$ cat config.mk
export PLATFORM = sky130hd
export DESIGN_NAME = lcd_read_fsm
export DESIGN_NICKNAME = d
export VERILOG_FILES = /design/src/rtl/lcd_pkg.sv /design/src/rtl/lcd_phase_timer.sv /design/src/rtl/lcd_read_fsm.sv
export SDC_FILE = /design/constraint.sdc
export NUM_CORES = 1
export LEC_CHECK = 0
export ABC_AREA = 1
export CAP_MARGIN = 20
export CORE_MARGIN = 2
export CORE_UTILIZATION = 55
export CTS_BUF_LIST = sky130_fd_sc_hd__clkbuf_16
export DETAILED_ROUTE_END_ITERATION = 7
export PLACE_DENSITY = 0.86
export RECOVER_POWER = 50
export SLEW_MARGIN = 5
export SYNTH_ARGS = -nofsm -noshare
export SYNTH_HDL_FRONTEND = slang
export SYNTH_SLANG_ARGS = --single-unit
$ cat constraint.sdc
create_clock -name clk -period 1.7 [get_ports clk]
set_input_delay 0.425 -clock clk [delete_from_list [all_inputs] [get_ports clk]]
set_output_delay 0.425 -clock clk [all_outputs]
set_load 0.02 [all_outputs]
$ cat src/rtl/lcd_pkg.sv
// Shared LCD controller definitions: read/write FSM states, default timings,
// register-select encodings.
package lcd_pkg;

  typedef enum logic [3:0] {
    ST_IDLE,
    ST_SETUP_U,
    ST_EHIGH_U,
    ST_HOLD_U,
    ST_INTERM,
    ST_SETUP_L,
    ST_EHIGH_L,
    ST_HOLD_L,
    ST_RECOV
  } lcd_state_t;

  localparam int SETUP_CYC_D  = 2;
  localparam int EHIGH_CYC_D  = 12;
  localparam int HOLD_CYC_D   = 1;
  localparam int INTERM_CYC_D = 47;
  localparam int RECOV_CYC_D  = 2;
  localparam int POLL_MAX_D   = 64;
  localparam int CNT_W_D      = 12;

  localparam logic RS_INSTR = 1'b0;
  localparam logic RS_DATA  = 1'b1;

endpackage

$ cat src/rtl/lcd_phase_timer.sv
// Phase down-counter: load on state entry, expire flags the last cycle
// of the phase.
module lcd_phase_timer #(
  parameter int CNT_W = 12
) (
  input  logic             clk,
  input  logic             reset,
  input  logic             load,
  input  logic [CNT_W-1:0] load_val,
  output logic             expire
);

  logic [CNT_W-1:0] cnt;

  always_ff @(posedge clk or posedge reset) begin
    if (reset)
      cnt <= '0;
    else if (load)
      cnt <= load_val;
    else if (cnt != '0)
      cnt <= cnt - CNT_W'(1);
  end

  assign expire = (cnt == '0);

endmodule

$ cat src/rtl/lcd_read_fsm.sv
// HD44780 4-bit read cycle (two E pulses, upper nibble first).
// Define LCD_BUSY_POLL_EN to repeat instruction reads while busy flag is set.
module lcd_read_fsm
  import lcd_pkg::*;
#(
  parameter int SETUP_CYC  = SETUP_CYC_D,
  parameter int EHIGH_CYC  = EHIGH_CYC_D,
  parameter int HOLD_CYC   = HOLD_CYC_D,
  parameter int INTERM_CYC = INTERM_CYC_D,
  parameter int RECOV_CYC  = RECOV_CYC_D,
  parameter int POLL_MAX   = POLL_MAX_D,
  parameter int CNT_W      = CNT_W_D
) (
  input  logic       clk,
  input  logic       reset,
  input  logic       start,
  input  logic       rs_in,
  output logic       busy,
  output logic       done,
  output logic [7:0] rd_data,
  output logic       timeout,
  output logic       lcd_e,
  output logic       lcd_rs,
  output logic       lcd_rw,
  output logic       lcd_db_oe,
  input  logic [3:0] lcd_db_in
);

  lcd_state_t       state;
  logic [3:0]       hi_q;
  logic [3:0]       lo_q;
  logic             load;
  logic [CNT_W-1:0] load_val;
  logic             expire;
  logic             again;

  always_comb begin
    load_val = CNT_W'(SETUP_CYC - 1);
    unique case (state)
      ST_SETUP_U: load_val = CNT_W'(EHIGH_CYC - 1);
      ST_EHIGH_U: load_val = CNT_W'(HOLD_CYC - 1);
      ST_HOLD_U:  load_val = CNT_W'(INTERM_CYC - 1);
      ST_INTERM:  load_val = CNT_W'(SETUP_CYC - 1);
      ST_SETUP_L: load_val = CNT_W'(EHIGH_CYC - 1);
      ST_EHIGH_L: load_val = CNT_W'(HOLD_CYC - 1);
      ST_HOLD_L:  load_val = CNT_W'(RECOV_CYC - 1);
      default:    load_val = CNT_W'(SETUP_CYC - 1);
    endcase
  end

  assign load = (state == ST_IDLE) || expire;

  lcd_phase_timer #(.CNT_W(CNT_W)) u_timer (
    .clk      (clk),
    .reset    (reset),
    .load     (load),
    .load_val (load_val),
    .expire   (expire)
  );

`ifdef LCD_BUSY_POLL_EN
  localparam int PW = $clog2(POLL_MAX + 1);
  logic [PW-1:0] polls;
  logic          timeout_q;

  assign again = (lcd_rs == RS_INSTR) && hi_q[3]
              && (polls != PW'(POLL_MAX - 1));
  assign timeout = timeout_q;
`else
  assign again = 1'b0;
  assign timeout = 1'b0;
`endif

  always_ff @(posedge clk or posedge reset) begin
    if (reset) begin
      state     <= ST_IDLE;
      busy      <= 1'b0;
      done      <= 1'b0;
      rd_data   <= 8'h00;
      lcd_e     <= 1'b0;
      lcd_rs    <= 1'b0;
      lcd_rw    <= 1'b0;
      lcd_db_oe <= 1'b1;
      hi_q      <= 4'h0;
      lo_q      <= 4'h0;
`ifdef LCD_BUSY_POLL_EN
      polls     <= '0;
      timeout_q <= 1'b0;
`endif
    end else begin
      done <= 1'b0;
`ifdef LCD_BUSY_POLL_EN
      timeout_q <= 1'b0;
`endif
      unique case (state)
        ST_IDLE: if (start) begin
          state     <= ST_SETUP_U;
          busy      <= 1'b1;
          lcd_rs    <= rs_in;
          lcd_rw    <= 1'b1;
          lcd_db_oe <= 1'b0;
`ifdef LCD_BUSY_POLL_EN
          polls     <= '0;
`endif
        end
        ST_SETUP_U: if (expire) begin
          state <= ST_EHIGH_U;
          lcd_e <= 1'b1;
        end
        ST_EHIGH_U: if (expire) begin
          state <= ST_HOLD_U;
          lcd_e <= 1'b0;
          hi_q  <= lcd_db_in;
        end
        ST_HOLD_U:  if (expire) state <= ST_INTERM;
        ST_INTERM:  if (expire) state <= ST_SETUP_L;
        ST_SETUP_L: if (expire) begin
          state <= ST_EHIGH_L;
          lcd_e <= 1'b1;
        end
        ST_EHIGH_L: if (expire) begin
          state <= ST_HOLD_L;
          lcd_e <= 1'b0;
          lo_q  <= lcd_db_in;
        end
        ST_HOLD_L:  if (expire) state <= ST_RECOV;
        ST_RECOV: if (expire) begin
          if (again) begin
            state <= ST_SETUP_U;
`ifdef LCD_BUSY_POLL_EN
            polls <= polls + PW'(1);
`endif
          end else begin
            done    <= 1'b1;
            rd_data <= {hi_q, lo_q};
`ifdef LCD_BUSY_POLL_EN
            timeout_q <= (lcd_rs == RS_INSTR) && hi_q[3];
            polls     <= '0;
`endif
            if (start) begin
              state  <= ST_SETUP_U;
              lcd_rs <= rs_in;
            end else begin
              state     <= ST_IDLE;
              busy      <= 1'b0;
              lcd_rs    <= 1'b0;
              lcd_rw    <= 1'b0;
              lcd_db_oe <= 1'b1;
            end
          end
        end
        default: state <= ST_IDLE;
      endcase
    end
  end

endmodule

==> results of run 1 <==
[flip-flops by register name, summed over array words and instances, names as in the netlist, 4 cells and up]
name and flops:
state 4, hi_q 4, lo_q 4, rd_data 8, u_timer.cnt 12
[worst min path at each step]
stage | slack [ps] | start | endpoint | cells past startpoint
floorplan | 440 | u_timer.cnt[0] | u_timer.cnt[0] | 1
global placement | 450 | u_timer.cnt[0] | u_timer.cnt[0] | 1
CTS | 460 | u_timer.cnt[0] | u_timer.cnt[0] | 1
detailed placement | 450 | u_timer.cnt[0] | u_timer.cnt[0] | 1
finish | 460 | u_timer.cnt[0] | u_timer.cnt[0] | 1
global route | 490 | u_timer.cnt[0] | u_timer.cnt[0] | 1
[layer usage]
layer / global-route usage [%] / part of all wire, %
met5: 0 / 0
met4: 11.4 / 2.5
met3: 4.75 / 3.0
met2: 37.6 / 49
met1: 28.8 / 45
[cells in the mapped netlist (all sizes together)]
cell type | count | area share, %
a21oi | 4 | 1.0
and3 | 1 | 0.32
buf | 4 | 1.9
clkinv | 1 | 0.25
conb | 1 | 0.19
dfrtp | 36 | 46
dfstp | 1 | 1.3
ha | 2 | 1.3
inv | 36 | 6.9
nand2 | 66 | 15
nand3 | 15 | 4.7
nand4 | 1 | 0.32
nor2 | 31 | 8.2
nor3 | 7 | 2.3
nor4 | 1 | 0.32
o21ai | 27 | 8.6
or2 | 2 | 0.64
xnor2 | 1 | 0.45
xor2 | 1 | 0.45
[where the power goes]
| group | switching [mW] | total (mW) | internal (mW) |
|---|---|---|---|
| combinational | 0.974 | 1.47 | 0.501 |
| clock | 0.334 | 0.865 | 0.531 |
| sequential | 0.163 | 1.25 | 1.09 |
[area by class of cell]
| cell class | instances | area [sq um] | share of cell area, % |
|---|---|---|---|
| sequential | 37 | 927 | 39.2 |
| multi-input combinational | 160 | 871 | 36.8 |
| timing repair buffer | 29 | 231 | 9.78 |
| inverter | 37 | 140 | 5.92 |
| clock buffer | 5 | 125 | 5.29 |
| tap | 46 | 57.6 | 2.43 |
| clock inverter | 3 | 13.8 | 0.582 |
[stage by stage]
stage                     hold slack, ps  util (%)  setup slack (ps)  cells  power, mW
final                                456      69.8              27.9    317       3.59
after global routing                 486      69.8              5.99    317       3.87
after CTS                            458      69.6              2.12    311       3.63
after detailed placement             451      65.6              83.6    303       2.75
after global placement               447      65.6               161    303       2.69
after floorplan                      436         -               311    238       2.41
[cells by family after synthesis]
group / after synthesis / synth area share (%)
AND/OR/NAND/NOR: 124 / 31.8
buffers and inverters: 41 / 9.04
flip-flops: 37 / 47.2
other: 1 / 0.191
adder cells (fa/ha/maj): 2 / 1.27
XOR/XNOR: 2 / 0.892
AO/OA/AOI/OAI: 31 / 9.62
[repair_timing]
action | CTS | global route
pin swaps | 0 | 0
endpoints found under the setup margin | 1 | 10
resized for setup | 1 | 9
gates cloned | 0 | 0
buffers inserted | 0 | 6
==> flow_metrics.tcl, run 1 <==
set metrics [dict create \
    status "finished clean" \
    r2r_slack_ps 130 \
    reg2reg_depth 9 \
    syn_area_per_cell_sq_um 8.25 \
    fin_area_sq_um 2370 \
    crit_end "rd_data[4]" \
    grt_pass1_wl_um 7040 \
    routed_wl_um 4050 \
    viasPerCell 5.01 \
    initialDrtViolationCount 86 \
    initial_core_util_pct 58.0 \
    arrival_ps 1250 \
    crit_path_max_incr_delay_ps 610 \
    die_x_um 63.8 \
    final.setup_skew_ps 3.54 \
    yosysWarningCount 0 \
    startpoint_type "flop" \
    drtAntennaViolNets 0 \
    coreArea_sq_um 3390 \
    fin_crit_sh_pct 98.4 \
    path_buf_inv 1 \
    grt_use_total_pct 22.9 \
    antenna_found_initial 0 \
    syn_nets 248 \
    mostFrequentLayoutCell "nand2_1" \
    critical_path_class "flop to primary output" \
    crit_start "rd_data[4]" \
    p_leak_nw 1.30 \
    grt_pass1_vias 1551 \
    numCtsBuffers 5 \
    syn_area_sq_um 1960 \
    worstMarginPinSlew_ps 889 \
    r2r-start "u_timer.cnt[0]" \
    max_clock_freq_ghz 0.598 \
    place_area_sq_um 2220 \
    synthDistinctLibCells 30 \
    grt_remaining_overflow 0 \
    clk_pin_slew_ps 50 \
    critical_path_depth 1 \
    maxSlewHeadroom_pct 40.7 \
    grt_start_max_net_pins 38 \
    setup_violations 0 \
    area.growth.synth_to_final_pct 20.4 \
    ir_drop_uv 794 \
    hold_buffers 0 \
    crit_required_ps 1270 \
    die_h_um 63.8 \
    clock_path_buffers 2 \
    end_kind "primary output" \
    htree_levels 2 \
    path_max_fanout 2 \
    maxSlewViolCount 0 \
    synth-seq-cells 37 \
    clkLatencyLatePin_ps 280 \
    cp_cell_sequence "clkdlybuf4s50_1" \
    place_congestion 0.859 \
    setup_tns_ps 0 \
    root_buffer "clkbuf_16" \
    layout_common_cells "nand2_1, inv_1, dfrtp_1" \
    wl_per_cell_um 12.8 \
    crit_family "buffers and inverters" \
    crit_slowest_cell "clkdlybuf4s50_1" \
    hpwl_um 2780 \
    power.density_nw_per_um2 1520 \
    fillers 263 \
    rsz0062_at_grt "false" \
    num_vias 1587 \
    syn-instance-count 238 \
    std_cell_rows 21 \
    drive_above_1_share_pct 17.7 \
    clock_sinks 37 \
    nets 280 \
    portBuffers 21 \
    die_area_sq_um 4070 \
    drv_cap 0 \
    seq_area_frac_synth_pct 47.2 \
    drcViolationCount 0 \
    diodes 0 \
    io_pins 23 \
    hold_path_class "flop to flop" \
    hold_viol 0 \
    first_pass_iters 4 \
    fin_crit_ps 1670 \
    r2r_end "lo_q[2]" \
    cts_tree "yes" \
]
Power figures use the tool's default switching activity.
==> run 2: changes to the inputs <==
Settings changed: CORE_MARGIN 2 to 8, PLACE_DENSITY 0.86 to unset, PLACE_DENSITY_LB_ADDON set to 0.08.
==> run 2 against run 1 <==
Combinational power hardly changed. Hold slack gained 1.8 ps. Count of clock-buffer cells in the layout did not move. Die area increased by 41%. Cell area up 0.11%. Cell count fell by 1.3%. Global-route usage shrank 7.1 points. Core utilization grew 0.074 points. Clock skew up 2.0 ps. Flip-flop and latch count stayed put. Setup slack gained 7.1 ps. Maximum frequency up 0.43%. Critical path type unchanged.
==> flow_metrics.tcl, run 2 (synthesis results as in run 1) <==
set metrics [dict create \
    maxSlewHeadroom_pct 53.3 \
    clkLatencyLatePin_ps 280 \
    fin_crit_ps 1660 \
    cts_tree "yes" \
    crit_required_ps 1270 \
    crit_path_max_incr_delay_ps 610 \
    grt_remaining_overflow 0 \
    numCtsBuffers 5 \
    largestRegisters "u_timer.cnt: 12 flops, rd_data: 8 flops" \
    clock_path_buffers 2 \
    fillers 265 \
    startpoint_type "flop" \
    cts_setup_buffers 0 \
    setup_tns_ps 0 \
    layout_common_cells "nand2_1, inv_1, dfrtp_1" \
    wl_per_cell_um 12.7 \
    routed_wl_um 3970 \
    root_buffer "clkbuf_16" \
    holdWs_ps 457 \
    die_h_um 75.8 \
    die_area_sq_um 5740 \
    critical_path_class "flop to primary output" \
    drive_above_1_share_pct 15.4 \
    arrival_ps 1240 \
    power.density_nw_per_um2 1580 \
    fin_crit_sh_pct 97.9 \
    dp_cells 305 \
    final.setup_skew_ps 5.54 \
    drtAntennaViolNets 0 \
    die_x_um 75.8 \
    grt_start_max_net_pins 17 \
    end_kind "primary output" \
    coreArea_sq_um 3390 \
    clock_sinks 37 \
    area.growth.synth_to_final_pct 20.6 \
    clk_pin_slew_ps 60 \
    p_total_mw 3.75 \
    rsz0062_at_grt "false" \
    worstMarginPinSlew_ps 701 \
    ir_drop_uv 1060 \
    path_buf_inv 1 \
    max_clock_freq_ghz 0.601 \
    hold_viol 0 \
    path_max_fanout 2 \
    nets 276 \
    place_congestion 0.820 \
    hpwl_um 2830 \
    grt_pass1_wl_um 6930 \
    antenna_found_initial 0 \
    p_leak_nw 1.28 \
    setup_violations 0 \
    largest_reg_flops 12 \
    status "finished clean" \
    htree_levels 2 \
    top_register "u_timer.cnt" \
    crit_slowest_cell "clkdlybuf4s50_1" \
    diodes 0 \
    maxSlewViolCount 0 \
    std_cell_rows 21 \
    crit_family "buffers and inverters" \
    grt_pass1_vias 1583 \
    mostFrequentLayoutCell "nand2_1" \
    grt_use_total_pct 15.8 \
    fin_cells 313 \
    initial_core_util_pct 58.0 \
    num_vias 1555 \
    viasPerCell 4.97 \
    io_pins 23 \
    initialDrtViolationCount 109 \
    first_pass_iters 4 \
    hold_path_class "flop to flop" \
    cp_cell_sequence "clkdlybuf4s50_1" \
    drv_cap 0 \
    portBuffers 21 \
    drcViolationCount 0 \
]
-- run 2: cell count changes in the layout (fill, tap and decap cells not counted), moves of 2 or more --
cell / before / now
buf_4: 7 / 1
clkdlybuf4s50_1: 12 / 15
clkinv_2: 3 / 1
dlygate4sd2_1: 1 / 3
-- run 2: worst paths after layout --
path	start	end	slack [ps]	depth (start not counted)
max	lcd_rs	lcd_rs	40	1
min	u_timer.cnt[0]	u_timer.cnt[0]	460	1
max reg2reg	u_timer.cnt[0]	lo_q[0]	180	9
min reg2reg	u_timer.cnt[0]	u_timer.cnt[0]	460	1
max in group asynchronous	reset	u_timer.cnt[0]	320	3
min in group asynchronous	reset	u_timer.cnt[9]	490	2
-- run 2: metal layers --
| layer | part of all wire, % | GRT usage (%) | up-vias | routed length, um |
|---|---|---|---|---|
| met5 | 0 | 0 | - | 0 |
| met4 | 1.8 | 7.25 | 0 | 72 |
| met3 | 4.9 | 3.03 | 8 | 195 |
| met2 | 48 | 25.1 | 34 | 1910 |
| met1 | 45 | 20.3 | 720 | 1790 |
| li1 | - | - | 793 | - |
-- run 2: report_power, final --
part           internal, mW  switching [mW]
clock network         0.693           0.363
registers              1.09           0.158
logic                 0.511           0.936
total                  2.29            1.46
-- run 2: metrics by stage --
| stage | instance area (sq um) | util [%] | worst slack (ps) |
|---|---|---|---|
| 4_1_cts | 2390 | 70.6 | 10.1 |
| 3_5_place_dp | 2220 | 65.6 | 145 |
| 2_1_floorplan | 1960 | - | 311 |
| 5_1_grt | 2370 | 69.9 | 2.40 |
| 6_report | 2370 | 69.9 | 35.0 |
| 3_3_place_gp | 2220 | 65.6 | 160 |
-- run 2: layout make-up --
cell class                 count  area (sq um)  share of cell area, %
sequential                    37           927                   39.1
tap                           46          57.6                   2.43
clock inverter                 3          46.3                   1.95
inverter                      37           140                   5.92
timing repair buffer          25           213                   8.98
multi-input combinational    160           860                   36.3
clock buffer                   5           125                   5.28
-- run 2: timing repair --
item,4_1_cts,5_1_grt
pin swaps,0,0
hold buffers,0,0
setup endpoints to repair,3,2
gates resized for setup,3,2
==> run 3: changes to the inputs <==
Settings changed: CORE_UTILIZATION 55 to 50.
Clock period 1.7 ns to 1.4 ns, I/O delays scaled along.
==> run 3 against run 2 <==
Non-clock buffer count rose by 27. Largest cell class is now multi-input combinational cells. Critical path type unchanged. Clock power rose by 20%. Count of clock-buffer cells in the layout did not move.
==> flow_metrics.tcl, run 3 (synthesis results as in run 1) <==
set metrics [dict create \
    status "finished clean" \
    clock_path_buffers 2 \
    nets 303 \
    die_area_sq_um 6190 \
    coreArea_sq_um 3720 \
    layout_common_cells "nand2_1, dfrtp_1, inv_1" \
    p_leak_nw 1.48 \
    crit_family "flip-flops" \
    hold_path_class "flop to flop" \
    r2r_end "u_timer.cnt[7]" \
    startpoint_type "flop" \
    timing.final.ws_setup_ps 61.6 \
    std_cell_rows 22 \
    grt_use_total_pct 14.3 \
    setup_violations 0 \
    hold_path_end "lcd_db_oe" \
    grt_most_used_layer "met2" \
    ir_drop_uv 1180 \
    clock_sinks 37 \
    viasPerCell 4.92 \
    p_sw_mw 2.02 \
    initialDrtViolationCount 72 \
    met2_usage_pct 23.9 \
    first_pass_iters 4 \
    combPwrFrac_pct 47.4 \
    routed_wl_um 4160 \
    min_path_cells 2 \
    num_vias 1684 \
    path_max_fanout 3 \
    clk_pin_slew_ps 60 \
    drcViolationCount 0 \
    crit_required_ps 1050 \
    worstMarginPinSlew_ps 810 \
    grt_pass1_vias 1610 \
    hpwl_um 2920 \
    grt_remaining_overflow 0 \
    numCtsBuffers 5 \
    grt_start_max_net_pins 38 \
    critical_path_class "flop to primary output" \
    min_from "lcd_db_oe" \
    max_clock_freq_ghz 0.747 \
    rsz0062_at_grt "true" \
    r2r-start "u_timer.cnt[0]" \
    grtUsageMet3_pct 5.13 \
    mostFrequentLayoutCell "nand2_1" \
    fin_crit_ps 1340 \
    maxSlewViolCount 0 \
    reg2reg_depth 8 \
    crit_slowest_cell "dfrtp_1" \
    initial_core_util_pct 52.9 \
    top_register "u_timer.cnt" \
    r2r_slack_ps 60 \
    pre_cts_ws_ps -58.4 \
    maxSlewHeadroom_pct 46.0 \
    final_util_pct 72.6 \
    groute.layer.met1.usage_pct 16.2 \
    hold_viol 0 \
    seq_power_share_pct 28.3 \
    clkPwrFrac_pct 24.2 \
    p_sw_share_pct 38.3 \
    place_congestion 0.837 \
    setup_tns_ps 0 \
    grt_pass1_wl_um 7070 \
    crit_path_max_incr_delay_ps 380 \
    htree_levels 2 \
    arrival_ps 990 \
    drive_above_1_share_pct 33.7 \
    io_pins 23 \
    wl_per_cell_um 12.2 \
    final.setup_skew_ps 2.09 \
    diodes 0 \
    clkLatencyLatePin_ps 280 \
    die_h_um 78.7 \
    antenna_found_initial 0 \
    fillers 294 \
    hold_buffers 0 \
    path_buf_inv 1 \
    end_kind "primary output" \
    cp_cell_sequence "dlygate4sd2_1" \
    root_buffer "clkbuf_16" \
    drtAntennaViolNets 0 \
    power.density_nw_per_um2 1950 \
    die_x_um 78.7 \
    drv_cap 0 \
    portBuffers 21 \
    p_total_mw 5.27 \
    intPower_mw 3.25 \
    cts_tree "yes" \
    area.growth.synth_to_final_pct 37.3 \
    largestRegisters "u_timer.cnt: 12 flops, rd_data: 8 flops" \
    largest_reg_flops 12 \
    fin_crit_sh_pct 95.6 \
]
run 3: what timing repair did:
action	in CTS	in global routing
resized for setup	25	28
pin swaps	3	16
setup endpoints to repair	21	36
buffers inserted	0	10
run 3: final cells by class:
cell class	count	area [sq um]	share of cell area, %
repair buffers	52	435	16.1
clock buffers	5	125	4.64
flip-flops and latches	37	927	34.4
clock inverters	3	46.3	1.72
well taps	48	60.1	2.23
multi-input cells	160	960	35.6
inverters	37	144	5.33
run 3: per-layer routing:
| metal | up-vias | wire length, um |
|---|---|---|
| met5 | - | 0 |
| met4 | 0 | 79 |
| met3 | 8 | 241 |
| met2 | 43 | 2020 |
| met1 | 783 | 1820 |
| li1 | 850 | - |
run 3: how the worst max path moves through the flow:
stage	cells after the start	slack, ps	endpoint	startpoint
2_1_floorplan	8	10	rd_data[2]	u_timer.cnt[0]
3_3_place_gp	1	-50	lcd_db_oe	lcd_db_oe
3_5_place_dp	1	-60	lcd_db_oe	lcd_db_oe
4_1_cts	8	3	u_timer.cnt[10]	u_timer.cnt[0]
5_1_grt	8	-30	state[1]	u_timer.cnt[1]
6_report	1	60	lcd_rw	lcd_rw
run 3: power groups by stage:
| stage | Sequential (mW) | Combinational (mW) | Clock, mW |
|---|---|---|---|
| final | 1.49 | 2.50 | 1.27 |
| after global routing | 1.53 | 2.77 | 1.35 |
| after CTS | 1.48 | 2.18 | 1.30 |
| after detailed placement | 1.50 | 2.13 | 0 |
| after global placement | 1.49 | 2.10 | 0 |
| after floorplan | 1.56 | 1.37 | 0 |
run 3: tightest hold or removal path, stage by stage, from the launching register on:
cell	delay, ps
dfstp_2	360
nand2_1	50
nand2_1	40
run 3: metrics by stage:
step | cell area [sq um] | std cells | hold slack [ps]
after floorplan | 1960 | 238 | 436
after detailed placement | 2380 | 324 | 456
final | 2700 | 342 | 460
after global placement | 2380 | 324 | 454
after CTS | 2560 | 332 | 446
after global routing | 2700 | 342 | 501
